**src/rtl/atm_pkg.sv**
```systemverilog
`default_nettype none
// ============================================================================
// Module      : atm_pkg
// Description : Shared definitions for the ATM keypad front end and the ATM
//               controller: key codes, entry-state encoding, PIN group size.
// Revision    : 1.0 - initial release
// ============================================================================
package atm_pkg;

    // Non-digit key codes; 0x0-0x9 are digits, 0xD-0xF carry no meaning
    localparam logic [3:0] KEY_ENTER  = 4'hA;
    localparam logic [3:0] KEY_CLEAR  = 4'hB;
    localparam logic [3:0] KEY_CANCEL = 4'hC;

    // Digits per PIN group unless the instantiating design overrides it
    localparam int PIN_DIGITS_DEFAULT = 4;

    typedef enum logic [1:0] {
        ST_PIN_ENTRY    = 2'd0,
        ST_AMOUNT_ENTRY = 2'd1,
        ST_AMOUNT_SENT  = 2'd2
    } entry_state_e;

    function automatic logic is_digit(input logic [3:0] code);
        return (code <= 4'd9);
    endfunction

endpackage
`default_nettype wire

```
**src/rtl/key_edge_capture.sv**
```systemverilog
`default_nettype none
// ============================================================================
// Module      : key_edge_capture
// Description : Turns the level-type key_valid into a single key event per
//               press. kv_q holds the previous key_valid sample.
// Ports       : clk, rst (sync, active-low)
//               key_valid    - in, level, high while a key is held
//               key_code     - in, 4-bit key code
//               key_evt      - out, high for the cycle the press is sampled
//               key_code_evt - out, key code belonging to key_evt
// Revision    : 1.0 - initial release
// ============================================================================
module key_edge_capture (
    input  logic       clk,
    input  logic       rst,
    input  logic       key_valid,
    input  logic [3:0] key_code,
    output logic       key_evt,
    output logic [3:0] key_code_evt
);

    logic kv_q;

    // kv_q resets high so a key already held when reset lifts is not a press
    always_ff @(posedge clk) begin
        if (!rst) begin
            kv_q <= 1'b1;
        end else begin
            kv_q <= key_valid;
        end
    end

    // The event and its code are consumed by the registers downstream on the
    // same edge that samples the press, which gives strobes one cycle after
    // the press edge rather than two.
    assign key_evt      = key_valid & ~kv_q;
    assign key_code_evt = key_code;

endmodule
`default_nettype wire

```
**src/rtl/atm_keypad_entry.sv**
```systemverilog
`default_nettype none
// ============================================================================
// Module      : atm_keypad_entry
// Description : ATM keypad front end. In PIN entry each digit key becomes a
//               digito_stb/digito pulse; in amount entry digits accumulate
//               into a 32-bit binary amount committed on ENTER.
// Ports       : clk, rst (sync, active-low)
//               key_valid, key_code - raw keypad level and code
//               amount_mode         - 0 PIN entry, 1 amount entry
//               digito_stb, digito  - PIN digit pulse and last digit
//               monto_stb, monto    - amount commit pulse and committed amount
//               cancel_stb          - CANCEL pulse
//               entry_error         - rejected-key pulse
//               digit_count         - digits in current PIN group / amount
// Revision    : 1.0 - initial release
// ============================================================================
module atm_keypad_entry
    import atm_pkg::*;
#(
    parameter int PIN_DIGITS        = PIN_DIGITS_DEFAULT,
    parameter int MAX_AMOUNT_DIGITS = 9
) (
    input  logic        clk,
    input  logic        rst,
    input  logic        key_valid,
    input  logic [3:0]  key_code,
    input  logic        amount_mode,
    output logic        digito_stb,
    output logic [3:0]  digito,
    output logic        monto_stb,
    output logic [31:0] monto,
    output logic        cancel_stb,
    output logic        entry_error,
    output logic [3:0]  digit_count
);

    localparam logic [3:0] PIN_LAST = 4'(PIN_DIGITS - 1);
    localparam logic [3:0] AMT_MAX  = 4'(MAX_AMOUNT_DIGITS);

    logic         key_evt;
    logic [3:0]   evt_code;
    entry_state_e state_q;
    logic [31:0]  acc_q;
    logic [31:0]  acc_d;

    key_edge_capture u_key_edge_capture (
        .clk          (clk),
        .rst          (rst),
        .key_valid    (key_valid),
        .key_code     (key_code),
        .key_evt      (key_evt),
        .key_code_evt (evt_code)
    );

    // acc*10 + d without a multiplier; at most 9 digits so 32 bits never wrap
    assign acc_d = (acc_q << 3) + (acc_q << 1) + {28'd0, evt_code};

    always_ff @(posedge clk) begin
        if (!rst) begin
            state_q     <= ST_PIN_ENTRY;
            acc_q       <= 32'd0;
            digit_count <= 4'd0;
            digito      <= 4'd0;
            monto       <= 32'd0;
            digito_stb  <= 1'b0;
            monto_stb   <= 1'b0;
            cancel_stb  <= 1'b0;
            entry_error <= 1'b0;
        end else begin
            digito_stb  <= 1'b0;
            monto_stb   <= 1'b0;
            cancel_stb  <= 1'b0;
            entry_error <= 1'b0;

            // In every state a pending mode change is checked before the key,
            // so a press landing on the same edge is dropped silently.
            case (state_q)
                ST_PIN_ENTRY: begin
                    if (amount_mode) begin
                        state_q     <= ST_AMOUNT_ENTRY;
                        acc_q       <= 32'd0;
                        digit_count <= 4'd0;
                    end else if (key_evt) begin
                        if (is_digit(evt_code)) begin
                            digito      <= evt_code;
                            digito_stb  <= 1'b1;
                            digit_count <= (digit_count == PIN_LAST) ? 4'd0
                                                                     : digit_count + 4'd1;
                        end else if (evt_code == KEY_CANCEL) begin
                            cancel_stb  <= 1'b1;
                            acc_q       <= 32'd0;
                            digit_count <= 4'd0;
                        end
                    end
                end

                ST_AMOUNT_ENTRY: begin
                    if (!amount_mode) begin
                        state_q     <= ST_PIN_ENTRY;
                        acc_q       <= 32'd0;
                        digit_count <= 4'd0;
                    end else if (key_evt) begin
                        if (is_digit(evt_code)) begin
                            if (digit_count < AMT_MAX) begin
                                acc_q       <= acc_d;
                                digit_count <= digit_count + 4'd1;
                            end else begin
                                entry_error <= 1'b1;
                            end
                        end else if (evt_code == KEY_CLEAR) begin
                            acc_q       <= 32'd0;
                            digit_count <= 4'd0;
                        end else if (evt_code == KEY_ENTER) begin
                            if (digit_count == 4'd0) begin
                                entry_error <= 1'b1;
                            end else begin
                                monto       <= acc_q;
                                monto_stb   <= 1'b1;
                                acc_q       <= 32'd0;
                                digit_count <= 4'd0;
                                state_q     <= ST_AMOUNT_SENT;
                            end
                        end else if (evt_code == KEY_CANCEL) begin
                            cancel_stb  <= 1'b1;
                            acc_q       <= 32'd0;
                            digit_count <= 4'd0;
                        end
                    end
                end

                ST_AMOUNT_SENT: begin
                    // Amount already handed off: only CANCEL or leaving
                    // amount mode has any effect until the sequencer moves on.
                    if (!amount_mode) begin
                        state_q     <= ST_PIN_ENTRY;
                        acc_q       <= 32'd0;
                        digit_count <= 4'd0;
                    end else if (key_evt && (evt_code == KEY_CANCEL)) begin
                        cancel_stb  <= 1'b1;
                        acc_q       <= 32'd0;
                        digit_count <= 4'd0;
                    end
                end

                default: begin
                    state_q     <= ST_PIN_ENTRY;
                    acc_q       <= 32'd0;
                    digit_count <= 4'd0;
                end
            endcase
        end
    end

endmodule
`default_nettype wire

```
**config.mk**
```make
export PLATFORM = sky130hd
export DESIGN_NAME = atm_keypad_entry
export DESIGN_NICKNAME = d
export VERILOG_FILES = /design/src/rtl/atm_pkg.sv /design/src/rtl/key_edge_capture.sv /design/src/rtl/atm_keypad_entry.sv
export SDC_FILE = /design/constraint.sdc
export NUM_CORES = 1
export LEC_CHECK = 0
export ABC_CLOCK_PERIOD_IN_PS = 4250
export BUFFER_PORTS_ARGS = -buffer_cell sky130_fd_sc_hd__buf_2
export CORE_MARGIN = 1.5
export CORE_UTILIZATION = 55
export CTS_CLUSTER_SIZE = 20
export DETAILED_ROUTE_END_ITERATION = 10
export PLACE_DENSITY = 0.76
export SETUP_SLACK_MARGIN = 0.15
export SKIP_LAST_GASP = 1
export SLEW_MARGIN = 20
export SYNTH_ARGS = -nofsm -noshare
export SYNTH_HDL_FRONTEND = slang
export SYNTH_SLANG_ARGS = --single-unit
```
**constraint.sdc**
```tcl
create_clock -name clk -period 4.25 [get_ports clk]
set_clock_uncertainty 0.05 [all_clocks]
set_input_delay 0.425 -clock clk [delete_from_list [all_inputs] [get_ports clk]]
set_output_delay 0.425 -clock clk [all_outputs]
set_load 0.05 [all_outputs]
```
==> flow_metrics.env <==
export IMPL_track_usage_pct=26.78
export IMPL_grt_pass1_vias=4724
export IMPL_syn2layout_area_growth_pct=10.19
export IMPL_yosysWarnings=0
export IMPL_dominantRegCellSynth="dfxtp_1"
export IMPL_powerDensity_nw_per_um2=253.0
export IMPL_cts_hold_buf=0
export IMPL_synth_edf_count=0
export IMPL_coreArea_um2=9371
export IMPL_synth_area_um2=5390
export IMPL_rows=35
export IMPL_grt_overflow=0
export IMPL_timing_hold_violations_final=0
export IMPL_ir_drop_mv=0.1770
export IMPL_fin_nets=780
export IMPL_maxSlewHeadroom_pct=35.60
export IMPL_dieArea_um2=10400
export IMPL_antenna_found_initial=0
export IMPL_io_buffers=51
export IMPL_grt_pass1_wl_um=22120
export IMPL_seq_area_frac_synth_pct=29.34
export IMPL_critPathArrivalTime_ps=3950
export IMPL_start_util_pct=57.52
export IMPL_worst_r2r_path_depth=14
export IMPL_reg2reg_from="acc_q[0]"
export IMPL_clk_path_buf_depth=2
export IMPL_yosys_area_top_type_share_pct=29.34
export IMPL_required_ps=4490
export IMPL_tritoncts="yes"
export IMPL_wire_per_inst_um=16.02
export IMPL_p_int_w=0.001077
export IMPL_ant_nets=0
export IMPL_crit_type="register to register"
export IMPL_first_pass_iters=4
export IMPL_cp_end_kind="register"
export IMPL_power_frac_seq_pct=50.3
export IMPL_p_leak_nw=2.763
export IMPL_grt_max_degree=57
export IMPL_die_w_um=102.0
export IMPL_switchingPower_w=0.0004257
export IMPL_cts_resized=0
export IMPL_cts_max_level=3
export IMPL_ios=52
export IMPL_hold_slack_ps=239.6
export IMPL_slowest_stage="fa_1"
export IMPL_yosysMostFrequentCell="nand2_1"
export IMPL_clk_pin_slew_ps=80
export IMPL_rrSetupSlack_ps=540
export IMPL_swShare_pct=28.34
export IMPL_dp_hpwl_um=9731
export IMPL_cp_max_fo=5
export IMPL_drv_slew=0
export IMPL_outcome="finished clean"
export IMPL_fin_cells=838
export IMPL_start_kind="register"
export IMPL_min_to="u_key_edge_capture.kv_q"
export IMPL_clock_root_buffer="clkbuf_8"
export IMPL_slowest_delay_ps=500
export IMPL_rsz0062_at_grt="no"
export IMPL_dieHeight_um=102.0
export IMPL_syn_nets=739
export IMPL_drive_gt1_share_pct=12.41
export IMPL_async_flop_share_pct=0
export IMPL_synth_seq_cells=79
export IMPL_via_per_inst=5.915
export IMPL_max_cap_violations=0
export IMPL_timing_final_crit_share_pct=87.21
export IMPL_vias=4957
export IMPL_synthCells=665
export IMPL_drt_total_wl_um=13420
export IMPL_drc=0
export IMPL_holdPathStages=2
export IMPL_cts_buffers=9
export IMPL_pwr_share_clk_pct=35.9
export IMPL_synthTopCellsByArea="dfxtp_1, ha_1, nand2_1"
export IMPL_comb_power_share_pct=13.8
export IMPL_tightest_slew_ps=962.5
export IMPL_postCtsSetupBuffers=0
export IMPL_r2r_end="acc_q[30]"
export IMPL_routabilityCongestion=0.9338
export IMPL_synth_cell_types=60
export IMPL_tns_ps=0
export IMPL_hold_start="key_valid"
export IMPL_diodes=0
export IMPL_setup_viol=0
export IMPL_clk_latency_ps=360
export IMPL_crit_chain="inv_1, fa_1, inv_1, fa_1, a21o_2, a21oi_2, o21a_1, o31ai_4, a31o_4, a21oi_4, o41a_1, nor2_1, a2111o_1, nand3_2"
export IMPL_yosys_top_cells_count="nand2_1, dfxtp_1, ha_1, a21oi_1, o21ai_0"
export IMPL_drtIter0Drc=266
export IMPL_yosysTopAreaCell="dfxtp_1"
export IMPL_power_w=0.001502
export IMPL_fmaxAchievable_ghz=0.2698
export IMPL_clock_sinks=79
export IMPL_period_minus_slack_ps=3707
export IMPL_dp_cells=824
export IMPL_syn_avg_cell_area_um2=8.106
export IMPL_hp_class="input port to register"
-- sequential cells by signal (all words and copies together) (netlist names) --
name and count:
acc_q 32, u_key_edge_capture.kv_q 1, digito 4, monto 32
digito_stb 1, entry_error 1, monto_stb 1, cancel_stb 1
state_q 2, digit_count 4
-- final cells by class --
| type | instances | area (µm²) |
|---|---|---|
| repair buffers | 60 | 322.8 |
| clock buffers | 10 | 127.6 |
| inverters | 16 | 60.06 |
| flip-flops and latches | 79 | 1582 |
| well taps | 129 | 161.4 |
| multi-input cells | 540 | 3637 |
| clock inverters | 4 | 48.80 |
| fillers | 862 | 3432 |
-- power by group through the flow --
stage	Clock [W]	Sequential [W]	Combinational, W
after floorplan	0	0.000777	0.000140
after global placement	0	0.000772	0.000198
after detailed placement	0	0.000773	0.000203
after CTS	0.000554	0.000755	0.000204
after global routing	0.000583	0.000757	0.000228
final	0.000540	0.000755	0.000208
-- critical path, delay by kind of cell, from the launching register on --
family,cells,cell delay (ps)
fa+ha+maj,2,960
buf+inv,2,150
flops,1,380
compound gates,8,1950
simple gates,2,140
-- layout by cell type, fill, tap and decap left out, types with 7 or more instances in the layout --
| master | count |
|---|---|
| nand2_1 | 104 |
| dfxtp_1 | 79 |
| ha_1 | 64 |
| buf_2 | 51 |
| a21oi_1 | 46 |
| o21ai_0 | 42 |
| nor2_1 | 40 |
| a21boi_0 | 38 |
| a21o_1 | 26 |
| nor2b_1 | 21 |
| nand3_1 | 18 |
| inv_1 | 16 |
| xor2_1 | 13 |
| xnor2_1 | 12 |
| a22oi_1 | 11 |
| clkbuf_8 | 9 |
| buf_4 | 9 |
| nand2b_1 | 8 |
| nand4_1 | 7 |
| nor3_1 | 7 |
| mux2i_1 | 7 |
-- cell families after synthesis --
| logic type | count (synthesis) | share of synthesized area (%) |
|---|---|---|
| multiplexers | 7 | 1.300 |
| AND/OR/NAND/NOR | 225 | 19.03 |
| buffers and inverters | 46 | 3.226 |
| flip-flops | 79 | 29.34 |
| XOR/XNOR | 25 | 4.062 |
| AO/OA/AOI/OAI | 217 | 27.44 |
| adder cells (fa/ha/maj) | 66 | 15.60 |
-- per-stage QoR --
step,cell area (µm²),util [%],worst slack [ps]
after detailed placement,5763,61.50,354.6
after global routing,5939,63.38,426.3
final,5939,63.38,543.5
after global placement,5763,61.50,461.7
after floorplan,5390,-,745.2
after CTS,5939,63.38,566.8
-- routing by layer --
| layer | vias to the layer above | routed length [µm] | track usage [%] |
|---|---|---|---|
| met2 | 133 | 6292 | 46.51 |
| met1 | 2347 | 6214 | 34.64 |
| li1 | 2455 | - | - |
| met5 | - | 0 | 0 |
| met3 | 22 | 649 | 3.215 |
| met4 | 0 | 264 | 8.535 |
-- worst max path at each step --
stage | cells past startpoint | startpoint | slack, ps | endpoint
4_1_cts | 14 | acc_q[0] | 570 | acc_q[30]
5_1_grt | 14 | acc_q[0] | 430 | acc_q[30]
6_report | 14 | acc_q[0] | 540 | acc_q[30]
3_3_place_gp | 15 | key_code[3] | 460 | acc_q[30]
3_5_place_dp | 15 | key_code[3] | 350 | acc_q[30]
2_1_floorplan | 14 | key_code[3] | 750 | acc_q[30]
(Power assumes the default switching activity.)
